$ cat src/rtl/dht11_pkg.sv
// Shared constants, state encodings and report formatting for the
// DHT11 UART report transmitter.
package dht11_pkg;

    localparam int FRAME_LEN = 13;

    localparam logic [7:0] CH_T      = 8'h54;
    localparam logic [7:0] CH_COLON  = 8'h3A;
    localparam logic [7:0] CH_C      = 8'h43;
    localparam logic [7:0] CH_SPACE  = 8'h20;
    localparam logic [7:0] CH_H      = 8'h48;
    localparam logic [7:0] CH_PCT    = 8'h25;
    localparam logic [7:0] CH_CR     = 8'h0D;
    localparam logic [7:0] CH_LF     = 8'h0A;
    localparam logic [7:0] CH_QMARK  = 8'h3F;
    localparam logic [7:0] CH_DIGIT0 = 8'h30;

    typedef enum logic [1:0] {
        TOP_IDLE,
        TOP_SEND,
        TOP_DONE
    } top_state_t;

    typedef enum logic [1:0] {
        TX_IDLE,
        TX_START,
        TX_DATA,
        TX_STOP
    } tx_state_t;

    typedef struct packed {
        logic [3:0] t_ten;
        logic [3:0] t_one;
        logic [3:0] h_ten;
        logic [3:0] h_one;
    } digits_t;

    function automatic logic [7:0] ascii_digit(input logic [3:0] d);
        return (d <= 4'd9) ? (CH_DIGIT0 + {4'h0, d}) : CH_QMARK;
    endfunction

    // Byte idx of the report "T:ttC H:hh%\r\n"
    function automatic logic [7:0] report_byte(input logic [3:0] idx,
                                               input digits_t    dg);
        logic [7:0] b;
        b = 8'h00;
        case (idx)
            4'd0:    b = CH_T;
            4'd1:    b = CH_COLON;
            4'd2:    b = ascii_digit(dg.t_ten);
            4'd3:    b = ascii_digit(dg.t_one);
            4'd4:    b = CH_C;
            4'd5:    b = CH_SPACE;
            4'd6:    b = CH_H;
            4'd7:    b = CH_COLON;
            4'd8:    b = ascii_digit(dg.h_ten);
            4'd9:    b = ascii_digit(dg.h_one);
            4'd10:   b = CH_PCT;
            4'd11:   b = CH_CR;
            4'd12:   b = CH_LF;
            default: b = 8'h00;
        endcase
        return b;
    endfunction

endpackage

$ cat src/rtl/dht11_uart_report_uart.sv
// 8N1 transmitter with baud divider; a byte offered on start during the
// last stop-bit cycle is chained with no idle gap.
module uart_tx_core
    import dht11_pkg::*;
#(
    parameter int DIV = 10
) (
    input  logic       clk,
    input  logic       rst_n,
    input  logic       start,
    input  logic [7:0] data,
    output logic       TxD,
    output logic       busy,
    output logic       done
);

    localparam int CW = (DIV > 2) ? $clog2(DIV) : 1;

    tx_state_t     state_q, state_d;
    logic [CW-1:0] cnt_q, cnt_d;
    logic [2:0]    bit_q, bit_d;
    logic [7:0]    sh_q, sh_d;
    logic          txd_q, txd_d;
    logic          busy_q;
    logic          bit_end;

    assign bit_end = (cnt_q == CW'(DIV - 1));
    assign done    = (state_q == TX_STOP) && bit_end;
    assign TxD     = txd_q;
    assign busy    = busy_q;

    always_ff @(posedge clk or negedge rst_n) begin
        if (!rst_n) begin
            state_q <= TX_IDLE;
            cnt_q   <= '0;
            bit_q   <= '0;
            sh_q    <= '0;
            txd_q   <= 1'b1;
            busy_q  <= 1'b0;
        end else begin
            state_q <= state_d;
            cnt_q   <= cnt_d;
            bit_q   <= bit_d;
            sh_q    <= sh_d;
            txd_q   <= txd_d;
            busy_q  <= (state_d != TX_IDLE);
        end
    end

    always_comb begin
        state_d = state_q;
        cnt_d   = cnt_q;
        bit_d   = bit_q;
        sh_d    = sh_q;
        txd_d   = txd_q;
        if (state_q != TX_IDLE) begin
            cnt_d = bit_end ? '0 : cnt_q + CW'(1);
        end
        case (state_q)
            TX_IDLE: begin
                if (start) begin
                    state_d = TX_START;
                    sh_d    = data;
                    txd_d   = 1'b0;
                    cnt_d   = '0;
                end
            end
            TX_START: begin
                if (bit_end) begin
                    state_d = TX_DATA;
                    txd_d   = sh_q[0];
                    bit_d   = '0;
                end
            end
            TX_DATA: begin
                if (bit_end) begin
                    if (bit_q == 3'd7) begin
                        state_d = TX_STOP;
                        txd_d   = 1'b1;
                    end else begin
                        bit_d = bit_q + 3'd1;
                        sh_d  = sh_q >> 1;
                        txd_d = sh_q[1];
                    end
                end
            end
            TX_STOP: begin
                if (bit_end) begin
                    if (start) begin
                        state_d = TX_START;
                        sh_d    = data;
                        txd_d   = 1'b0;
                    end else begin
                        state_d = TX_IDLE;
                    end
                end
            end
            default: state_d = TX_IDLE;
        endcase
    end

endmodule

$ cat src/rtl/dht11_uart_report.sv
// Latches DHT11 BCD digits on a strobe and transmits the 13-byte ASCII
// report "T:ttC H:hh%\r\n" over an 8N1 UART.
module dht11_uart_report
    import dht11_pkg::*;
#(
    parameter int CLK_FREQ = 50_000_000,
    parameter int BAUD     = 9600
) (
    input  logic       clk,
    input  logic       rst_n,
    input  logic       data_rdy,
    input  logic [3:0] temperature_ten,
    input  logic [3:0] temperature_one,
    input  logic [3:0] humidity_ten,
    input  logic [3:0] humidity_one,
    output logic       TxD,
    output logic       busy,
    output logic       frame_done,
    output logic [7:0] drop_cnt
);

    localparam int DIV = (CLK_FREQ + BAUD / 2) / BAUD;

    top_state_t state_q, state_d;
    logic [3:0] idx_q, idx_d;
    logic [3:0] sel;
    digits_t    dig_q;
    logic [7:0] drop_q;
    logic       accept;
    logic       core_start;
    logic [7:0] core_data;
    logic       core_busy;
    logic       core_done;

    // IDLE and DONE both accept; DONE already shows busy low
    assign accept = data_rdy &&
                    (state_q == TOP_IDLE || state_q == TOP_DONE);

    assign frame_done = (state_q == TOP_DONE);
    assign busy       = core_busy;
    assign drop_cnt   = drop_q;
    assign core_data  = report_byte(sel, dig_q);

    always_ff @(posedge clk or negedge rst_n) begin
        if (!rst_n) begin
            state_q <= TOP_IDLE;
            idx_q   <= '0;
            dig_q   <= '0;
            drop_q  <= '0;
        end else begin
            state_q <= state_d;
            idx_q   <= idx_d;
            if (accept) begin
                dig_q <= '{t_ten: temperature_ten,
                           t_one: temperature_one,
                           h_ten: humidity_ten,
                           h_one: humidity_one};
            end
            if (data_rdy && !accept && drop_q != 8'hFF) begin
                drop_q <= drop_q + 8'd1;
            end
        end
    end

    always_comb begin
        state_d    = state_q;
        idx_d      = idx_q;
        core_start = 1'b0;
        sel        = idx_q;
        case (state_q)
            TOP_IDLE: begin
                if (accept) begin
                    state_d = TOP_SEND;
                    idx_d   = '0;
                end
            end
            TOP_SEND: begin
                if (!core_busy) begin
                    core_start = 1'b1;
                end else if (core_done) begin
                    if (idx_q == 4'(FRAME_LEN - 1)) begin
                        state_d = TOP_DONE;
                    end else begin
                        // chain next byte into the final stop-bit cycle
                        core_start = 1'b1;
                        sel        = idx_q + 4'd1;
                        idx_d      = idx_q + 4'd1;
                    end
                end
            end
            TOP_DONE: begin
                state_d = accept ? TOP_SEND : TOP_IDLE;
                idx_d   = '0;
            end
            default: state_d = TOP_IDLE;
        endcase
    end

    uart_tx_core #(
        .DIV(DIV)
    ) u_tx (
        .clk  (clk),
        .rst_n(rst_n),
        .start(core_start),
        .data (core_data),
        .TxD  (TxD),
        .busy (core_busy),
        .done (core_done)
    );

endmodule

$ cat config.mk
export PLATFORM = sky130hd
export DESIGN_NAME = dht11_uart_report
export DESIGN_NICKNAME = d
export VERILOG_FILES = /design/src/rtl/dht11_pkg.sv /design/src/rtl/dht11_uart_report_uart.sv /design/src/rtl/dht11_uart_report.sv
export SDC_FILE = /design/constraint.sdc
export NUM_CORES = 1
export LEC_CHECK = 0
export CAP_MARGIN = 25
export CELL_PAD_IN_SITES_DETAIL_PLACEMENT = 1
export CELL_PAD_IN_SITES_GLOBAL_PLACEMENT = 1
export CORE_MARGIN = 2
export CORE_UTILIZATION = 48
export DETAILED_ROUTE_END_ITERATION = 10
export PLACE_DENSITY = 0.94
export SYNTH_ARGS = -nofsm -noshare
export SYNTH_HDL_FRONTEND = slang
export SYNTH_SLANG_ARGS = --single-unit
$ cat constraint.sdc
create_clock -name clk -period 6.66 [get_ports clk]
set_clock_uncertainty 0.1 [all_clocks]
set_input_delay 1.665 -clock clk [delete_from_list [all_inputs] [get_ports clk]]
set_output_delay 1.665 -clock clk [all_outputs]
set_load 0.005 [all_outputs]
Word-level counts from Yosys, hierarchy flattened

Cells that the tools add are included.

Register bits: 58
Output and inout bits: 11
Logic and storage cells: 121

Add/subtract/negate cells: 8
Order comparisons: 4
Eq/ne operators: 29
Muxes and demuxes: 47
Reduce and logical (&&, ||, !) cells: 20

Operators by type and width:

| operator                | count |
|---|---|
| $pmux W7 S12            | 1 |
| $mux W13                | 4 |
| $mux W8                 | 4 |
| $add A6 B4 Y7 const A   | 4 |
| $mux W7                 | 4 |
| $eq A4 B4 Y1 const B    | 6 |
| $pmux W8 S3             | 1 |
| $mux W4                 | 5 |
| $mux W2                 | 9 |
| $eq A4 B3 Y1 const B    | 4 |
| $le A4 B4 Y1 const B    | 4 |
| $add A13 B1 Y13 const B | 1 |
| $eq A13 B13 Y1 const B  | 1 |
| $pmux W4 S3             | 1 |
| $reduce_and A4 Y1       | 3 |
| $mux W1                 | 11 |
| $mux W3                 | 3 |
| $add A8 B1 Y8 const B   | 1 |
| $eq A4 B2 Y1 const B    | 2 |
| $ne A2 B1 Y1 const B    | 4 |
| $ne A2 B2 Y1 const B    | 4 |
| $ne A8 B8 Y1 const B    | 1 |
| $pmux W2 S4             | 1 |
| $eq A2 B2 Y1 const B    | 3 |
| other kinds (18)        | 26 |

Longest topological paths before layout

Gate-level depths: netlist of the first run.

Depth after elaboration: 11
Mapped depth: 11
Mapped depth without buffers: 10

Modules after synthesis

Synthesis of the first run repeated with hierarchy kept, for this count alone.

Cells, all modules: 336
Area total of the unflattened synthesis: 3448.3 um^2

By module, submodules not included:

| module            | instances | cells each | area each (um^2) | sequential area each (um^2) |
|---|---|---|---|---|
| dht11_uart_report | 1         | 174        | 1771.7           | 750.7 |
| uart_tx_core      | 1         | 162        | 1676.6           | 701.9 |

Least setup slack after synthesis of the first run

Ideal clock, no wire load.

Kind: in2reg
Start: input data_rdy
End: register dig_q[11] (netlist bit)
Setup time: 0.125 ns
Arrival time: 2.772 ns
Data required time: 6.435 ns
Path slack: 3.663 ns
Cell stages on the path: 4
Buffers on the path: 2
Cell sequence: nor2b_1 > clkbuf_1 > clkbuf_1 > mux2_2

Longest elaborated chain between the ends: 1

Ends and longest elaborated chain:

| what                   | RTL line                | source |
|---|---|---|
| start: declaration     | dht11_uart_report.sv:11 | `input logic data_rdy,` |
| $logic_and A1 B1 Y1    | dht11_uart_report.sv:36 | `assign accept = data_rdy &&` |
| end signal: assignment | dht11_uart_report.sv:54 | `dig_q <= '{t_ten: temperature_ten,` |
| end: declaration       | dht11_uart_report.sv:27 | `digits_t dig_q;` |

No other way between the ends.
A chain may end at the register's enable or synchronous reset.

Final worst setup path of the first run

Start: register idx_q[0]
End: register u_tx.sh_q[1]

Longest elaborated chain between the ends: 11
Elaborated cells on any way between the ends: 28
Those cells by class: add/sub: 1; eq/ne: 13; mux: 12; reduce/logical: 2

Ends and longest elaborated chain:

| what                                          | RTL line                                                   | source |
|---|---|---|
| start: declaration                            | dht11_uart_report.sv:25                                    | `logic [3:0] idx_q, idx_d;` |
| start signal: assignment                      | dht11_uart_report.sv:52                                    | `idx_q <= idx_d;` |
| $add A4 B1 Y4 or $eq A4 B4 Y1 (tied branches) | dht11_uart_report.sv:86, dht11_uart_report.sv:81           |  |
| $mux W4 (3 in series)                         | n/a                                                        |  |
| $mux W4                                       | dht11_uart_report.sv:70                                    | `case (state_q)` |
| $eq A4 B3 Y1 or $eq A4 B1 Y1 (tied branches)  | dht11_pkg.sv:47                                            | `case (idx)` |
| $reduce_or A2 Y1 (no source line)             | n/a                                                        |  |
| $pmux W7 S12                                  | dht11_pkg.sv:47                                            |  |
| $mux W8 *                                     | dht11_uart_report_uart.sv:61, dht11_uart_report_uart.sv:89 |  |
| $mux W8                                       | dht11_uart_report_uart.sv:88                               | `if (bit_end) begin` |
| $pmux W8 S3 *                                 | dht11_uart_report_uart.sv:59                               | `case (state_q)` |
| end signal: assignment                        | dht11_uart_report_uart.sv:37                               | `sh_q <= '0;` |
| end signal: assignment                        | dht11_uart_report_uart.sv:44                               | `sh_q <= sh_d;` |
| end: declaration                              | dht11_uart_report_uart.sv:22                               | `logic [7:0] sh_q, sh_d;` |

Mark *: on every way between the ends. The rest lies on a longest branch, timed or not. The select of a mux whose other input is x is not followed.

==> results of run 1 <==
cell usage in the layout (no fill, tap or decap), types with 2 or more instances in the layout:
master,instances
and3_1,11
o21ai_2,2
a21o_1,6
inv_1,8
nor2b_1,5
xor2_1,8
o21a_1,4
ha_1,10
clkbuf_8,9
mux2_2,15
nor3_1,8
o211ai_1,6
buf_4,3
o31ai_1,3
nand4bb_1,3
nor2_1,24
a221oi_1,2
nand3_1,12
nand4_1,5
nor3_2,2
clkinv_2,2
clkdlybuf4s50_1,28
nand2_1,37
xnor2_1,11
o311ai_1,2
o21ai_0,20
o32ai_1,2
a2bb2oi_1,2
a21oi_1,22
dfrtp_1,56
clkinvlp_4,3
o21ai_1,4
o22ai_1,3
nand2b_1,3
a31oi_1,6
a211oi_1,4
cells by family after synthesis:
logic type	count (synthesis)	share of synthesized area (%)
xor+xnor	19	4.97
simple gates	123	19.3
fa+ha+maj	10	3.73
mux	16	5.34
compound gates	100	20.9
buf+inv	25	3.14
flops	57	42.6
worst paths after layout:
path	startpoint	to	slack [ns]	depth (start not counted)
hold reg to reg	u_tx.TxD	u_tx.TxD	0.37	2
max in group asynchronous	rst_n	u_tx.bit_q[2]	4.59	2
min in group asynchronous	rst_n	drop_cnt[0]	1.36	2
hold / removal	u_tx.TxD	u_tx.TxD	0.37	2
setup reg to reg	idx_q[0]	u_tx.sh_q[1]	3.27	9
setup / recovery	idx_q[0]	u_tx.sh_q[1]	3.27	9
area by class of cell:
class / count / area [sq um]
fill: 755 / 2870
multi-input combinational: 268 / 1820
sequential: 57 / 1430
timing repair buffer: 32 / 308
clock buffer: 9 / 124
tap: 80 / 100
clock inverter: 7 / 71.3
inverter: 9 / 33.8
per-layer routing:
metal	vias up	track usage, %	wire length [um]
met4	0	12.2	275
met5	-	0	0
li1	1346	-	-
met2	106	43.4	4680
met1	1463	32.7	3940
met3	33	6.13	470
critical path, stage by stage (launching register included):
cell and delay, ns:
dfrtp_1 0.71, clkinv_1 0.43, ha_1 0.36, and4b_1 0.27, nand2_1 0.08, o21ai_1 0.52, o21ai_0 0.22, a222oi_1 0.24
a21boi_2 0.23, o41ai_2 0.08
report_power, final:
| group | switching, uW | internal, uW | leakage (uW) |
|---|---|---|---|
| logic | 48.7 | 73.6 | 0.000858 |
| clock network | 154 | 172 | 0.0000912 |
| registers | 33.5 | 373 | 0.000704 |
through the flow:
step	total power, uW	instance area [sq um]
global route	890	3880
CTS	861	3880
global placement	521	3690
floorplan	454	3350
finish	855	3880
detailed placement	533	3690
state kept, by name, summed over array words and instances, names as in the netlist:
| name | cells |
|---|---|
| dig_q | 16 |
| u_tx.cnt_q | 13 |
| drop_cnt | 8 |
| u_tx.sh_q | 7 |
| idx_q | 4 |
| u_tx.bit_q | 3 |
| state_q | 2 |
| u_tx.state_q | 2 |
| u_tx.TxD | 1 |
| u_tx.busy | 1 |
==> results.sh, run 1 <==
export IMPL_outcome="completed"
export IMPL_cts_sinks=57
export IMPL_seq_area_frac_synth_pct=42.6
export IMPL_hp_class="register to register"
export IMPL_cts_buffers=9
export IMPL_grt_max_degree=58
export IMPL_syn2layout_area_growth_pct=15.9
export IMPL_clk_latency_ns=0.35
export IMPL_routed_wl_um=9370
export IMPL_dieWidth_um=87.6
export IMPL_final_util_pct=57.5
export IMPL_total_leakage_power_uw=0.00165
export IMPL_firstDrtPassIters=5
export IMPL_cts_root_buf="clkbuf_8"
export IMPL_dpl_hpwl_um=6390
export IMPL_setup_ws_ns=3.27
export IMPL_syn_nets=379
export IMPL_max_slew_margin_pct=35.7
export IMPL_cp_end_kind="register"
export IMPL_cp_arrival_ns=3.49
export IMPL_diodes=0
export IMPL_worstSetupStartpointType="register"
export IMPL_place_congestion=0.897
export IMPL_syn_area_sq_mm=0.00335
export IMPL_port_buffers=29
export IMPL_yosysMostFrequentCell="dfrtp_1"
export IMPL_rows=30
export IMPL_cts_buffer_depth=2
export IMPL_vias_per_cell=6.38
export IMPL_grt_overflow_total=0
export IMPL_track_usage_pct=26.2
export IMPL_h_tree_depth=3
export IMPL_synth_seq_cells=57
export IMPL_fin_setup_tns_ns=0
export IMPL_ctsHoldBuffers=0
export IMPL_ctsResizeCount=0
export IMPL_cts_setup_buffers=0
export IMPL_vias=2948
export IMPL_place_inst=446
export IMPL_synth_cell_types=62
export IMPL_hold_slack_ns=0.373
export IMPL_ys_warn_count=0
export IMPL_post_place_ws_ns=3.17
export IMPL_ant_nets=0
export IMPL_drv_cap=0
export IMPL_synthTopCellsByArea="dfrtp_1 42%, mux2_2 5.0%, nand2_1 4.1%"
export IMPL_die_height_um=87.6
export IMPL_final_nets=406
export IMPL_power_density_mw_per_mm2=220
export IMPL_synth_main_ff_cell="dfrtp_1"
export IMPL_synthArstFlopShare_pct=100
export IMPL_finalHoldViolCount=0
export IMPL_tritoncts="yes"
export IMPL_setup_violations=0
export IMPL_drive_gt1_share_pct=13.4
export IMPL_synth_top_cell_area_share_pct=41.8
export IMPL_grt_pass1_wl_um=15500
export IMPL_synth_edf_count=0
export IMPL_die_area_sq_mm=0.00767
export IMPL_avgSynthCellArea_sq_um=9.57
export IMPL_wl_per_cell_um=20.3
export IMPL_drc=0
export IMPL_crit_fanout=16
export IMPL_syn_inst=350
export IMPL_coreArea_sq_mm=0.00676
export IMPL_crit_required_ns=6.76
export IMPL_timing_fmax_ghz=0.295
export IMPL_worst_pin_slew_ns=0.965
export IMPL_yosysTopAreaCell="dfrtp_1"
export IMPL_fin_crit_sh_pct=50.9
export IMPL_worst_setup_path_type="register to register"
export IMPL_antenna_found_initial=0
export IMPL_grt_pass1_vias=3077
export IMPL_drtIter0Drc=178
export IMPL_synth_commonest_cells="56 x dfrtp_1, 37 x nand2_1, 24 x nor2_1"
export IMPL_slew_viol_final=0
export IMPL_start_util_pct=49.6
export IMPL_instances_no_fill=462
export IMPL_boundaryPins=30
export IMPL_ir_drop_mv=0.211
export IMPL_period_minus_slack_ns=3.39
export IMPL_rsz0062_at_grt="false"
export IMPL_cts_clk_slew_worst_paths_ns=0.07
Note: power is estimated with default switching activity, not from simulation.
==> inputs of run 2 (changes only) <==
CORE_UTILIZATION = 45   (was 48)
PLACE_DENSITY = 0.89   (was 0.94)
clock period = 3.3 ns   (was 6.66 ns; I/O delays follow)
==> run 2 against run 1 <==
  * Maximum frequency increased by 15%
  * Global-route usage decreased by 2.3 points
  * First-iteration DRC count decreased by 11%
  * Routed wire length decreased by 2.8%
  * Clock power increased by 69%
  * Die area increased by 6.4%
  * Via count decreased by 0.95%
  * Combinational power increased by 99%
  * Core utilization decreased by 3.1 points
  * Non-clock buffer count increased by 7
  * Clock-buffer cell count increased by 3
  * Total power increased by 88%
  * Highest routed layer unchanged
==> results.sh, run 2 (synthesis gave the netlist of run 1 again) <==
export IMPL_vias_per_cell=5.98
export IMPL_crit_required_ns=3.44
export IMPL_hp_class="register to register"
export IMPL_hold_depth=2
export IMPL_cts_sinks=57
export IMPL_drv_cap=0
export IMPL_p_switching_uw=439
export IMPL_max_slew_margin_pct=38.6
export IMPL_place_congestion=0.905
export IMPL_cts_root_buf="clkbuf_8"
export IMPL_ir_drop_mv=0.390
export IMPL_grt_pass1_wl_um=15600
export IMPL_firstDrtPassIters=4
export IMPL_power_share_clock_pct=34.3
export IMPL_final_common_cell="dfrtp_1"
export IMPL_drtIter0Drc=159
export IMPL_cts_clk_slew_worst_paths_ns=0.06
export IMPL_fillers=850
export IMPL_routed_wl_um=9110
export IMPL_grt_overflow_total=0
export IMPL_instances_no_fill=488
export IMPL_crit_fanout=7
export IMPL_die_area_sq_mm=0.00815
export IMPL_fin_crit_sh_pct=89.0
export IMPL_cp_arrival_ns=3.08
export IMPL_final_nets=413
export IMPL_outcome="completed"
export IMPL_grt_max_degree=58
export IMPL_top_register="dig_q"
export IMPL_min_delay_start="u_tx.TxD"
export IMPL_worst_pin_slew_ns=0.922
export IMPL_largest_register_ffs=16
export IMPL_fin_setup_tns_ns=0
export IMPL_diodes=0
export IMPL_r2r_end="u_tx.sh_q[1]"
export IMPL_clk_latency_ns=0.35
export IMPL_wl_per_cell_um=18.7
export IMPL_period_minus_slack_ns=2.94
export IMPL_port_buffers=29
export IMPL_die_height_um=90.3
export IMPL_place_inst=472
export IMPL_h_tree_depth=3
export IMPL_drc=0
export IMPL_finalHoldViolCount=0
export IMPL_power_frac_seq_pct=50.6
export IMPL_worstSetupStartpointType="register"
export IMPL_setup_ws_ns=0.362
export IMPL_p_sw_share_pct=27.3
export IMPL_setup_violations=0
export IMPL_syn2layout_area_growth_pct=17.0
export IMPL_post_place_ws_ns=0.450
export IMPL_dpl_hpwl_um=6070
export IMPL_ctsHoldBuffers=0
export IMPL_p_int_uw=1170
export IMPL_worst_setup_path_type="register to register"
export IMPL_cp_end_kind="register"
export IMPL_coreArea_sq_mm=0.00721
export IMPL_rsz0062_at_grt="false"
export IMPL_p_total_uw=1610
export IMPL_layout_common_cells="56 x dfrtp_1, 37 x nand2_1, 28 x clkdlybuf4s50_1, 24 x nor2_1, 22 x a21oi_1"
export IMPL_hold_end="u_tx.TxD"
export IMPL_rows=31
export IMPL_cts_buffers=9
export IMPL_r2r_slack_ns=0.36
export IMPL_cts_setup_buffers=0
export IMPL_ant_nets=0
export IMPL_dieWidth_um=90.3
export IMPL_drive_gt1_share_pct=14.1
export IMPL_timing_fmax_ghz=0.340
export IMPL_cts_buffer_depth=2
export IMPL_slew_viol_final=0
export IMPL_start_util_pct=46.4
export IMPL_ff2ff_path_depth=10
export IMPL_total_leakage_power_uw=0.00168
export IMPL_tritoncts="yes"
export IMPL_ctsResizeCount=0
export IMPL_hold_slack_ns=0.371
export IMPL_vias=2920
export IMPL_boundaryPins=30
export IMPL_grt_pass1_vias=3140
export IMPL_comb_power_share_pct=15.1
export IMPL_regToRegStartpoint="u_tx.cnt_q[0]"
export IMPL_power_density_mw_per_mm2=411
export IMPL_antenna_found_initial=0
export IMPL_track_usage_pct=24.0
## run 2: cell count changes in the layout (fill, tap and decap cells not counted)
cell,delta
clkbuf_1,+3
buf_4,+7
bufinv_16,-1
clkinv_4,-1
clkinvlp_4,-3
clkinv_2,+2
## run 2: final cells by class
cell class              instances  area (sq um)  area share [%]
flip-flops and latches         57          1430            36.4
repair buffers                 39           360            9.20
clock buffers                  12           135            3.45
clock inverters                 4          20.0           0.511
well taps                      99           124            3.16
multi-input cells             268          1820            46.4
inverters                       9          33.8           0.862
## run 2: stage by stage
stage / utilization [%] / cell area [sq um]
after global routing: 54.3 / 3920
after detailed placement: 52.2 / 3760
after floorplan: - / 3350
after global placement: 52.2 / 3760
final: 54.3 / 3920
after CTS: 54.3 / 3920
## run 2: worst max-delay path by stage
stage | slack [ns] | cells past startpoint | endpoint | start
6_report | 0.36 | 10 | u_tx.sh_q[1] | u_tx.cnt_q[0]
5_1_grt | 0.07 | 10 | u_tx.sh_q[1] | u_tx.cnt_q[0]
4_1_cts | 0.37 | 10 | u_tx.sh_q[1] | u_tx.cnt_q[0]
3_5_place_dp | 0.45 | 9 | u_tx.sh_q[1] | u_tx.cnt_q[0]
3_3_place_gp | 0.55 | 10 | u_tx.sh_q[1] | u_tx.cnt_q[0]
2_1_floorplan | 0.49 | 10 | u_tx.sh_q[1] | idx_q[0]
## run 2: critical path: stages (launching register included)
cell and delay [ns]:
dfrtp_1 0.42, ha_1 0.26, nand4bb_1 0.18, nor3_1 0.27, buf_4 0.22, nand3_1 0.16
o21ai_2 0.26, a221oi_1 0.15, o31ai_1 0.43, a21boi_2 0.11, o41ai_2 0.27
## run 2: layer usage
metal / wire length (um) / vias to the layer above / track usage [%]
met4: 207 / 0 / 9.49
met1: 3970 / 1476 / 30.3
met2: 4580 / 68 / 40.5
met5: 0 / - / 0
met3: 352 / 21 / 4.67
li1: - / 1355 / -
## run 2: power groups by stage
| stage | Combinational (uW) | Clock, uW | Sequential (uW) |
|---|---|---|---|
| after floorplan | 99.1 | 0 | 817 |
| after global placement | 231 | 0 | 820 |
| after detailed placement | 242 | 0 | 826 |
| after CTS | 247 | 565 | 815 |
| after global routing | 270 | 595 | 825 |
| final | 243 | 552 | 815 |
